===== src/rtl/cache_arb_pkg.sv =====
// -----------------------------------------------------------------------------
// cache_arb_pkg
//
// Shared types and constants for the cache-to-memory arbiter.
//   - arb_state_t : arbiter transaction states
//   - requester_t : which cache owns the current transaction
//   - LINE_W / BEAT_W / BURST_LEN : one 256-bit cache line moves as four
//     64-bit memory beats
//   - line_align() : clears the byte-within-line offset of an address
// -----------------------------------------------------------------------------
package cache_arb_pkg;

  localparam int LINE_W     = 256;
  localparam int BEAT_W     = 64;
  localparam int BURST_LEN  = 4;
  localparam int BEAT_IDX_W = 2;
  localparam int ADDR_W     = 32;

  // Byte offset inside a 32-byte line.
  localparam logic [ADDR_W-1:0] LINE_OFFSET_MASK = 32'h0000_001F;

  typedef enum logic [2:0] {
    IDLE,
    RD_CMD,
    RD_COLLECT,
    WR_BURST,
    RESP
  } arb_state_t;

  typedef enum logic {
    REQ_I,
    REQ_D
  } requester_t;

  function automatic logic [ADDR_W-1:0] line_align(input logic [ADDR_W-1:0] addr);
    return addr & ~LINE_OFFSET_MASK;
  endfunction

endpackage


===== src/rtl/line_beat_buffer.sv =====
// -----------------------------------------------------------------------------
// line_beat_buffer
//
// One cache line register plus a 2-bit beat index. Reads deserialize memory
// beats into the line; write-backs load the whole line and then serialize it
// beat by beat.
//
// Ports:
//   clk, rst       : clock, synchronous active-high reset (clears line/index)
//   clear          : zero the line and restart at beat 0
//   load           : load load_line and restart at beat 0
//   load_line      : full line for a write-back
//   beat_wr        : store beat_in at the current index, then advance
//   beat_in        : incoming memory beat
//   beat_adv       : advance the index without changing the line
//   line_next      : line value as it will be after this cycle's update
//   beat_out       : line slice selected by the current index
//   done           : current index is the final beat of the burst
// -----------------------------------------------------------------------------
module line_beat_buffer
  import cache_arb_pkg::*;
(
  input  logic              clk,
  input  logic              rst,
  input  logic              clear,
  input  logic              load,
  input  logic [LINE_W-1:0] load_line,
  input  logic              beat_wr,
  input  logic [BEAT_W-1:0] beat_in,
  input  logic              beat_adv,
  output logic [LINE_W-1:0] line_next,
  output logic [BEAT_W-1:0] beat_out,
  output logic              done
);

  logic [LINE_W-1:0]     line_q, line_d;
  logic [BEAT_IDX_W-1:0] idx_q, idx_d;

  // Clear and load take precedence over beat operations; the arbiter never
  // asserts them together, but the ordering keeps the behaviour defined.
  always_comb begin
    line_d = line_q;
    idx_d  = idx_q;
    if (clear) begin
      line_d = '0;
      idx_d  = '0;
    end else if (load) begin
      line_d = load_line;
      idx_d  = '0;
    end else if (beat_wr) begin
      line_d[int'(idx_q)*BEAT_W +: BEAT_W] = beat_in;
      idx_d = idx_q + BEAT_IDX_W'(1);
    end else if (beat_adv) begin
      idx_d = idx_q + BEAT_IDX_W'(1);
    end
  end

  always_ff @(posedge clk) begin
    if (rst) begin
      line_q <= '0;
      idx_q  <= '0;
    end else begin
      line_q <= line_d;
      idx_q  <= idx_d;
    end
  end

  // line_next lets the arbiter capture the finished line in the same cycle
  // the last beat arrives, so rdata is valid while resp is high.
  assign line_next = line_d;
  assign beat_out  = line_q[int'(idx_q)*BEAT_W +: BEAT_W];
  assign done      = (idx_q == BEAT_IDX_W'(BURST_LEN - 1));

endmodule


===== src/rtl/cache_mem_arbiter.sv =====
// -----------------------------------------------------------------------------
// cache_mem_arbiter
//
// Shares one burst-memory port between the I-cache and the D-cache. Each
// granted request moves a full 256-bit line as four 64-bit beats, then the
// granted cache gets a one-cycle resp pulse.
//
// Ports:
//   clk, rst                 : clock, synchronous active-high reset
//   i_dfp_addr/read          : I-cache line read request (level)
//   i_dfp_rdata/resp         : line and completion pulse back to I-cache
//   d_dfp_addr/read/write    : D-cache line read / write-back request (level)
//   d_dfp_wdata              : D-cache write-back line
//   d_dfp_rdata/resp         : line and completion pulse back to D-cache
//   bmem_addr/read/write     : memory command, line-aligned address
//   bmem_wdata               : write beat
//   bmem_ready               : memory accepts command / beat this cycle
//   bmem_raddr/rdata/rvalid  : returning read beat and its address tag
//
// Configuration:
//   CACHE_ARB_ROUND_ROBIN_EN : when defined, simultaneous requests alternate
//                              (first tie after reset goes to the D-cache).
//                              When undefined, the D-cache always wins ties.
// -----------------------------------------------------------------------------
module cache_mem_arbiter
  import cache_arb_pkg::*;
(
  input  logic              clk,
  input  logic              rst,
  input  logic [ADDR_W-1:0] i_dfp_addr,
  input  logic              i_dfp_read,
  output logic [LINE_W-1:0] i_dfp_rdata,
  output logic              i_dfp_resp,
  input  logic [ADDR_W-1:0] d_dfp_addr,
  input  logic              d_dfp_read,
  input  logic              d_dfp_write,
  input  logic [LINE_W-1:0] d_dfp_wdata,
  output logic [LINE_W-1:0] d_dfp_rdata,
  output logic              d_dfp_resp,
  output logic [ADDR_W-1:0] bmem_addr,
  output logic              bmem_read,
  output logic              bmem_write,
  output logic [BEAT_W-1:0] bmem_wdata,
  input  logic              bmem_ready,
  input  logic [ADDR_W-1:0] bmem_raddr,
  input  logic [BEAT_W-1:0] bmem_rdata,
  input  logic              bmem_rvalid
);

  arb_state_t        state_q, state_d;
  requester_t        gnt_q, gnt_d;
  logic [ADDR_W-1:0] addr_q, addr_d;
  logic [LINE_W-1:0] i_rdata_q, i_rdata_d;
  logic [LINE_W-1:0] d_rdata_q, d_rdata_d;

  logic              buf_clear;
  logic              buf_load;
  logic              buf_beat_wr;
  logic              buf_beat_adv;
  logic [LINE_W-1:0] buf_line_next;
  logic [BEAT_W-1:0] buf_beat_out;
  logic              buf_done;

  logic i_req;
  logic d_req;
  logic pick_d;

  assign i_req = i_dfp_read;
  assign d_req = d_dfp_read | d_dfp_write;

`ifdef CACHE_ARB_ROUND_ROBIN_EN
  requester_t last_q, last_d;

  // On a tie, hand the port to whoever did not get it last time.
  always_comb begin
    pick_d = d_req && (!i_req || (last_q == REQ_I));
  end

  always_comb begin
    last_d = last_q;
    if ((state_q == IDLE) && (i_req || d_req)) begin
      last_d = pick_d ? REQ_D : REQ_I;
    end
  end

  always_ff @(posedge clk) begin
    if (rst) begin
      last_q <= REQ_I;
    end else begin
      last_q <= last_d;
    end
  end
`else
  // Fixed priority: the D-cache wins every tie.
  always_comb begin
    pick_d = d_req;
  end
`endif

  // Requests are only looked at in IDLE; once a transaction is latched the
  // cache-side inputs are ignored until it finishes.
  always_comb begin
    state_d      = state_q;
    gnt_d        = gnt_q;
    addr_d       = addr_q;
    i_rdata_d    = i_rdata_q;
    d_rdata_d    = d_rdata_q;
    buf_clear    = 1'b0;
    buf_load     = 1'b0;
    buf_beat_wr  = 1'b0;
    buf_beat_adv = 1'b0;

    case (state_q)
      IDLE: begin
        if (i_req || d_req) begin
          gnt_d  = pick_d ? REQ_D : REQ_I;
          addr_d = line_align(pick_d ? d_dfp_addr : i_dfp_addr);
          // A D-cache asserting read and write together is treated as a write.
          if (pick_d && d_dfp_write) begin
            buf_load = 1'b1;
            state_d  = WR_BURST;
          end else begin
            buf_clear = 1'b1;
            state_d   = RD_CMD;
          end
        end
      end

      RD_CMD: begin
        if (bmem_ready) begin
          state_d = RD_COLLECT;
        end
      end

      // Beats tagged with another address belong to someone else and are dropped.
      RD_COLLECT: begin
        if (bmem_rvalid && (bmem_raddr == addr_q)) begin
          buf_beat_wr = 1'b1;
          if (buf_done) begin
            state_d = RESP;
            if (gnt_q == REQ_I) begin
              i_rdata_d = buf_line_next;
            end else begin
              d_rdata_d = buf_line_next;
            end
          end
        end
      end

      WR_BURST: begin
        if (bmem_ready) begin
          buf_beat_adv = 1'b1;
          if (buf_done) begin
            state_d = RESP;
          end
        end
      end

      RESP: begin
        state_d = IDLE;
      end

      default: begin
        state_d = IDLE;
      end
    endcase
  end

  always_ff @(posedge clk) begin
    if (rst) begin
      state_q   <= IDLE;
      gnt_q     <= REQ_I;
      addr_q    <= '0;
      i_rdata_q <= '0;
      d_rdata_q <= '0;
    end else begin
      state_q   <= state_d;
      gnt_q     <= gnt_d;
      addr_q    <= addr_d;
      i_rdata_q <= i_rdata_d;
      d_rdata_q <= d_rdata_d;
    end
  end

  line_beat_buffer u_line_buf (
    .clk       (clk),
    .rst       (rst),
    .clear     (buf_clear),
    .load      (buf_load),
    .load_line (d_dfp_wdata),
    .beat_wr   (buf_beat_wr),
    .beat_in   (bmem_rdata),
    .beat_adv  (buf_beat_adv),
    .line_next (buf_line_next),
    .beat_out  (buf_beat_out),
    .done      (buf_done)
  );

  // Memory-side outputs depend only on state and registered data, so there
  // is no combinational path from the caches to the memory port.
  assign bmem_read  = (state_q == RD_CMD);
  assign bmem_write = (state_q == WR_BURST);
  assign bmem_addr  = (bmem_read || bmem_write) ? addr_q : '0;
  assign bmem_wdata = bmem_write ? buf_beat_out : '0;

  assign i_dfp_resp  = (state_q == RESP) && (gnt_q == REQ_I);
  assign d_dfp_resp  = (state_q == RESP) && (gnt_q == REQ_D);
  assign i_dfp_rdata = i_rdata_q;
  assign d_dfp_rdata = d_rdata_q;

endmodule


===== config.mk =====
export PLATFORM = sky130hd
export DESIGN_NAME = cache_mem_arbiter
export DESIGN_NICKNAME = d
export VERILOG_FILES = /design/src/rtl/cache_arb_pkg.sv /design/src/rtl/line_beat_buffer.sv /design/src/rtl/cache_mem_arbiter.sv
export SDC_FILE = /design/constraint.sdc
export NUM_CORES = 2
export LEC_CHECK = 0
export BUFFER_PORTS_ARGS = -buffer_cell sky130_fd_sc_hd__buf_2
export CORE_AREA = 5 5 404 406
export CTS_BUF_LIST = sky130_fd_sc_hd__clkbuf_4
export DETAILED_ROUTE_END_ITERATION = 16
export DIE_AREA = 0 0 409 411
export PLACE_DENSITY_LB_ADDON = 0.25
export SYNTH_ARGS = -nofsm -noshare
export SYNTH_HDL_FRONTEND = slang
export SYNTH_SLANG_ARGS = --single-unit

===== constraint.sdc =====
create_clock -name clk -period 5.1 [get_ports clk]
set_input_delay 1.02 -clock clk [delete_from_list [all_inputs] [get_ports clk]]
set_output_delay 1.02 -clock clk [all_outputs]
set_load 0.01 [all_outputs]

Word-level counts from Yosys, hierarchy flattened. Index checks and enable logic that the tools add are counted.

Bits in registers: 801. Bits of input ports: 423. Output and inout bits: 612. Logic and storage cells: 64.

$add $sub $neg: 2. Equality and inequality tests: 10. Shift-type cells: 3. Multiplexer cells: 27. Bitwise operators: 2. Reductions and logical operators: 13.

Operators by type and width (number): 2-to-1 mux 256 bit (3); bitwise mux 256 bit (1); variable shift 64 x 33 -> 256 bit, first input constant (1); indexed part select 256 x 9 -> 64 bit (1); indexed part select 64 x 33 -> 256 bit (1); 2-to-1 mux 32 bit (2); 2-to-1 mux 64 bit (1); negator 8 -> 33 bit (1); == test 32 bit (1); 2-to-1 mux 3 bit (5); one-hot mux 3 bit (4 select lines) (1); AND reduction 4 bit (3); 2-to-1 mux 1 bit (11); == test 3 x 2 -> 1 bit, second input constant (2); 2-to-1 mux 2 bit (3); logical AND 1 bit (4); inequality test 2 x 1 -> 1 bit, second input constant (2); inequality test 2 bit, second input constant (2); == test 3 x 1 -> 1 bit, second input constant (1); == test 3 bit, second input constant (1); logical NOT 3 bit (1); OR reduction 3 bit (1); adder 2 x 1 -> 2 bit, second input constant (1); == test 2 bit, second input constant (1); other kinds (5) (6).

Depth between registers and ports, before layout.
Depth in word-level cells: 7. Gate-level depth with buffers: 12. Depth with buffers taken out: 8.

Cells and area by module. Synthesis repeated with hierarchy kept, for this count alone.

Cells, all modules: 4515. Area, all modules: 39117.5 sq um.

Modules (own cells, without submodules): cache_mem_arbiter (instances 1, cells each 2806, area an instance 24825.1 sq um, sequential area each 10870.4 sq um); line_beat_buffer (instances 1, cells each 1709, area an instance 14292.5 sq um, sequential area each 5165.0 sq um).

Least setup slack after synthesis. OpenSTA, ideal clock, no wires.

Path type: input to register. Start: in bmem_raddr[0]. End: reg d_rdata_q[102], in the netlist d_dfp_rdata[102]. Setup time: 127 ps. Arrival: 3202 ps. Required time: 4973 ps. Path slack: 1771 ps. Stages: 9. Path buffers: 3. Cell sequence: nor4_1 -> o2111ai_1 -> or4_1 -> buf_2 -> or3_1 -> buf_2 -> buf_6 -> a211oi_1 -> o2bb2ai_1.

Word-level cells in the longest chain between the ends: 7. Elaborated cells between the ends (all ways): 8. Those cells by class: eq/ne (1); mux (5); reduce/logical (2).

Ends and longest elaborated chain: start: declaration (line cache_mem_arbiter.sv:45) `input logic [ADDR_W-1:0] bmem_raddr,`; == test 32 bit (*) (line cache_mem_arbiter.sv:137) `if (bmem_rvalid && (bmem_raddr == addr_q)) begin`; logical AND 1 bit (*) (line cache_mem_arbiter.sv:137); 2-to-1 mux 1 bit (line cache_mem_arbiter.sv:137); 2-to-1 mux 1 bit (line cache_mem_arbiter.sv:113) `case (state_q)`; 2-to-1 mux 256 bit (line line_beat_buffer.sv:50) `end else if (beat_wr) begin`; 2-to-1 mux 256 bit (line line_beat_buffer.sv:47) `end else if (load) begin`; 2-to-1 mux 256 bit (line line_beat_buffer.sv:44) `if (clear) begin`; end signal: assignment (line cache_mem_arbiter.sv:181) `d_rdata_q <= d_rdata_d;`; end: declaration (line cache_mem_arbiter.sv:54) `logic [LINE_W-1:0] d_rdata_q, d_rdata_d;`.

Mark *: on every way between the ends. The rest lies on a longest branch, timed or not. A chain may end at the register's enable or synchronous reset.

Worst setup path after layout.
Start: reg u_line_buf.idx_q[0]. End: out bmem_wdata[11].

Word-level cells in the longest chain between the ends: 2.

Ends and longest elaborated chain: start: declaration (line line_beat_buffer.sv:37) `logic [BEAT_IDX_W-1:0] idx_q, idx_d;`; start signal: assignment (line line_beat_buffer.sv:64) `idx_q <= idx_d;`; indexed part select 256 x 9 -> 64 bit (line line_beat_buffer.sv:71) `assign beat_out = line_q[int'(idx_q)*BEAT_W +: BEAT_W];`; 2-to-1 mux 64 bit (line cache_mem_arbiter.sv:204) `assign bmem_wdata = bmem_write ? buf_beat_out : '0;`; end: declaration (line cache_mem_arbiter.sv:43) `output logic [BEAT_W-1:0] bmem_wdata,`.

Every way passes these cells.

==> run_results.csv <==
group,metric,value,unit
sta,timing.fmax,0.2226,GHz
synthesis,synth_xor_area_share,0.7420,%
sta,hold_viol,0,
synthesis,postSynthAreaPerCell,10.05,um^2
run_status,outcome,"finished, final reports clean",
floorplan,io_pins,1035,
synthesis,ys_seq_area_share,48.52,%
clocking,insertion_delay,1.25,ns
global_routing,antenna_found_initial,45,
detailed_routing,drt-total-wl,204.3,mm
setup_path,path_class,"reg2out",
synthesis,synth-compound-area-share,25.52,%
detailed_routing,wire_per_inst,29.80,um
synthesis,synth_simple_gate_area_share,12.77,%
power,p_switching,4.466,mW
layout,drive_above_1_share,33.70,%
floorplan,rows,147,
layout,fin_cells,6855,
placed_design,port_buffers,1019,
setup_path,setup.worst_path.start_class,"register",
layout,final_area,46640,um^2
floorplan,fp.dieArea,168100,um^2
synthesis,synth_area_leaders,"dfxtp_1 (49%), a22o_1 (8.1%), o211a_1 (4.6%), mux4_2 (4.4%), a211oi_1 (4.0%)",
sta,clock_skew,0.08179,ns
layout,nNetsFinal,5008,
sta,relSlewSlack,19.34,%
sta,setup_viol,0,
synthesis,netlist_instances,3287,
clocking,cts_sinks,801,
synthesis,synthArstFlopShare,0,%
clocking,clock_tree.buffer_depth,3,
detailed_routing,dr.pass1.iters,7,
synthesis,ys_ff_latch,801,
placed_design,dp_hpwl,144.1,mm
power,powerDensity,315.7,nW/um^2
setup_path,rrSetupSlack,1.02,ns
setup_path,crit_path_max_fanout,32,
clocking,root_buffer,"clkbuf_4",
synthesis,synth_mux_area_share,6.784,%
clocking,h-tree-depth,4,
hold_path,min_to,"u_line_buf.line_q[45]$_SDFF_PP0_",
global_routing,grt-ovfl-total,0,
clocking,cts_resized,0,
detailed_routing,drc,0,
setup_path,end_kind,"primary output",
sta,layout_setup_ws,0.6074,ns
floorplan,die_w,409,um
synthesis,synth.distinct_cells,50,
synthesis,synth-main-ff-cell,"dfxtp_1",
floorplan,core,159500,um^2
detailed_routing,vias,34989,
synthesis,yosys.area.top_type,"dfxtp_1",
hold_path,worstHoldStart,"d_dfp_wdata[45]",
setup_path,reg2regPathDepth,6,
placed_design,placed_cell_area,40770,um^2
hold_path,worstHoldPathCells,2,
global_routing,grt_pass1_vias,35160,
synthesis,ys_warn_count,0,
sta,period_needed,4.493,ns
power,seq_power_share,45.1,%
clocking,cts_setup_buffers,0,
setup_path,worstPathArrival,3.47,ns
global_routing,grt_use_total,23.13,%
global_routing,grt_max_degree,128,
power,p_sw_share,30.33,%
power,comb_power_share,13.2,%
global_routing,grt_first_pass_wirelength,279.9,mm
power,total_power,14.72,mW
synthesis,synthAdderAreaFrac,0.2272,%
clocking,hold_buffers,295,
layout,syn_to_final_growth,41.11,%
synthesis,synth_top_area_share,48.52,%
layout,multiInputGateArea,15390,um^2
hold_path,hp-class,"in2reg",
floorplan,die_y,411,um
power,p_int,10.26,mW
power,ir_drop,0.0001964,V
placed_design,dp.cells,6137,
placed_design,dp_slack,0.5829,ns
sta,maxSlewViolCount,0,
setup_path,r2r_end,"d_dfp_rdata[11]$_SDFFE_PP0P_",
clocking,numCtsBuffers,231,
sta,finalSetupTns,0,ns
layout,ff_latch_area,16050,um^2
synthesis,synth_edf_count,0,
setup_path,r2r-start,"state_q[1]$_SDFFE_PP0P_",
setup_path,required,4.08,ns
clocking,tritoncts,"yes",
sta,period_share,88.09,%
power,pwr-share-clk,41.6,%
detailed_routing,postRouteAntennaNets,0,
placed_design,gp_congestion,0.9138,
detailed_routing,drt-initial-drc-count,3150,
flow_run,max_cap_violations,0,
clocking,clk_pin_slew,0.07,ns
sta,worst_slew_pin_slew,1.210,ns
layout,final.fill_count,17216,
floorplan,initial_core_util,20.73,%
layout,utilization,29.25,%
power,p_leak,21.46,nW
synthesis,synth_top_family_by_area,"compound AO/OA/AOI/OAI gates",
detailed_routing,avgViaCountPerCell,5.104,
sta,hold_ws,0.1647,ns
sta,rsz0062_at_grt,"no",
synthesis,netlist_area,33050,um^2
## registers in the layout, summed over array words and instances (netlist names)
name,flops
u_line_buf.line_q,256
u_line_buf.idx_q,2
addr_q,27
d_dfp_rdata,256
state_q,3
i_dfp_rdata,256
gnt_q,1
## area by class of cell
class,instances,area share (%)
Multi-Input combinational cell,2036,33.00
Tap cell,2086,5.596
Sequential cell,801,34.41
Antenna cell,27,0.1449
Clock inverter,71,0.8666
Inverter,73,0.5875
Timing Repair Buffer,1436,20.16
Clock buffer,325,5.232
## how the worst max path moves through the flow
stage                                      from                            end  slack (ns)  depth (start not counted)
2_1_floorplan                     bmem_raddr[0]  d_dfp_rdata[102]$_SDFFE_PP0P_        1.77                          9
3_3_place_gp                      bmem_raddr[0]   i_dfp_rdata[11]$_SDFFE_PP0P_        0.56                          7
3_5_place_dp                      bmem_raddr[0]   d_dfp_rdata[11]$_SDFFE_PP0P_        0.58                          7
4_1_cts        u_line_buf.idx_q[0]$_SDFFE_PP0P_                 bmem_wdata[11]        0.39                          4
5_1_grt        u_line_buf.idx_q[0]$_SDFFE_PP0P_                 bmem_wdata[11]        0.35                          4
6_report       u_line_buf.idx_q[0]$_SDFFE_PP0P_                 bmem_wdata[11]        0.61                          4
## Yosys cell counts (28+ instances only)
master	count
mux2i_1	80
o211a_1	152
nor2_1	218
nor4_1	34
o31ai_1	65
inv_1	73
o211ai_1	64
dfxtp_1	801
buf_2	36
a211oi_1	175
clkbuf_1	312
nand4_1	132
nand2_1	90
and4_1	28
nand3_1	65
o21ai_0	104
a21oi_1	83
o2bb2ai_1	50
a22o_1	306
and2_1	95
and3_1	103
mux4_2	64
## cell usage in the layout, fill, tap and decap left out, types with 6 or more instances in the layout
master / count
a211o_1: 25
a211oi_1: 175
a211oi_2: 6
a21oi_1: 82
a22o_1: 306
a311oi_1: 27
and2_1: 91
and3_1: 103
and4_1: 25
buf_12: 34
buf_2: 1018
buf_4: 88
clkbuf_4: 325
clkinv_1: 46
clkinv_2: 11
dfxtp_1: 798
diode_2: 27
dlygate4sd3_1: 295
ha_1: 6
inv_1: 73
mux2i_1: 80
mux4_2: 64
nand2_1: 86
nand3_1: 64
nand4_1: 132
nor2_1: 215
nor4_1: 31
o211a_1: 152
o211ai_1: 64
o21ai_0: 104
o2bb2ai_1: 50
o31ai_1: 65
xor2_1: 27
## worst max-delay path, stage by stage, from the launching register on
cell,delay [ns]
dfxtp_4,0.58
buf_4,0.56
mux4_2,0.57
and3_1,0.25
buf_2,0.16
## power by group through the flow
| stage | clock [mW] | combinational (mW) | sequential [mW] |
|---|---|---|---|
| after floorplan | 0 | 0.881 | 6.68 |
| after global placement | 0 | 1.70 | 6.77 |
| after detailed placement | 0 | 1.70 | 6.78 |
| after CTS | 6.34 | 1.93 | 6.64 |
| after global routing | 6.68 | 2.07 | 6.66 |
| final | 6.13 | 1.95 | 6.65 |
## routing by layer
metal | wire length (um) | part of all wire, % | GRT usage [%]
met1 | 85190 | 42 | 29.10
met2 | 94170 | 46 | 37.21
met3 | 17020 | 8.3 | 6.671
met4 | 7787 | 3.8 | 9.407
met5 | 123 | 0.060 | 0
## kinds of logic (layout without fill, tap and decap cells)
| family | Yosys count | count (layout) |
|---|---|---|
| mux | 144 | 144 |
| xor+xnor | 28 | 28 |
| buf+inv | 454 | 1905 |
| other cells | 1 | 32 |
| fa+ha+maj | 6 | 6 |
| flops | 801 | 801 |
| compound gates | 1063 | 1063 |
| simple gates | 790 | 790 |
Power figures use the tool's default switching activity.
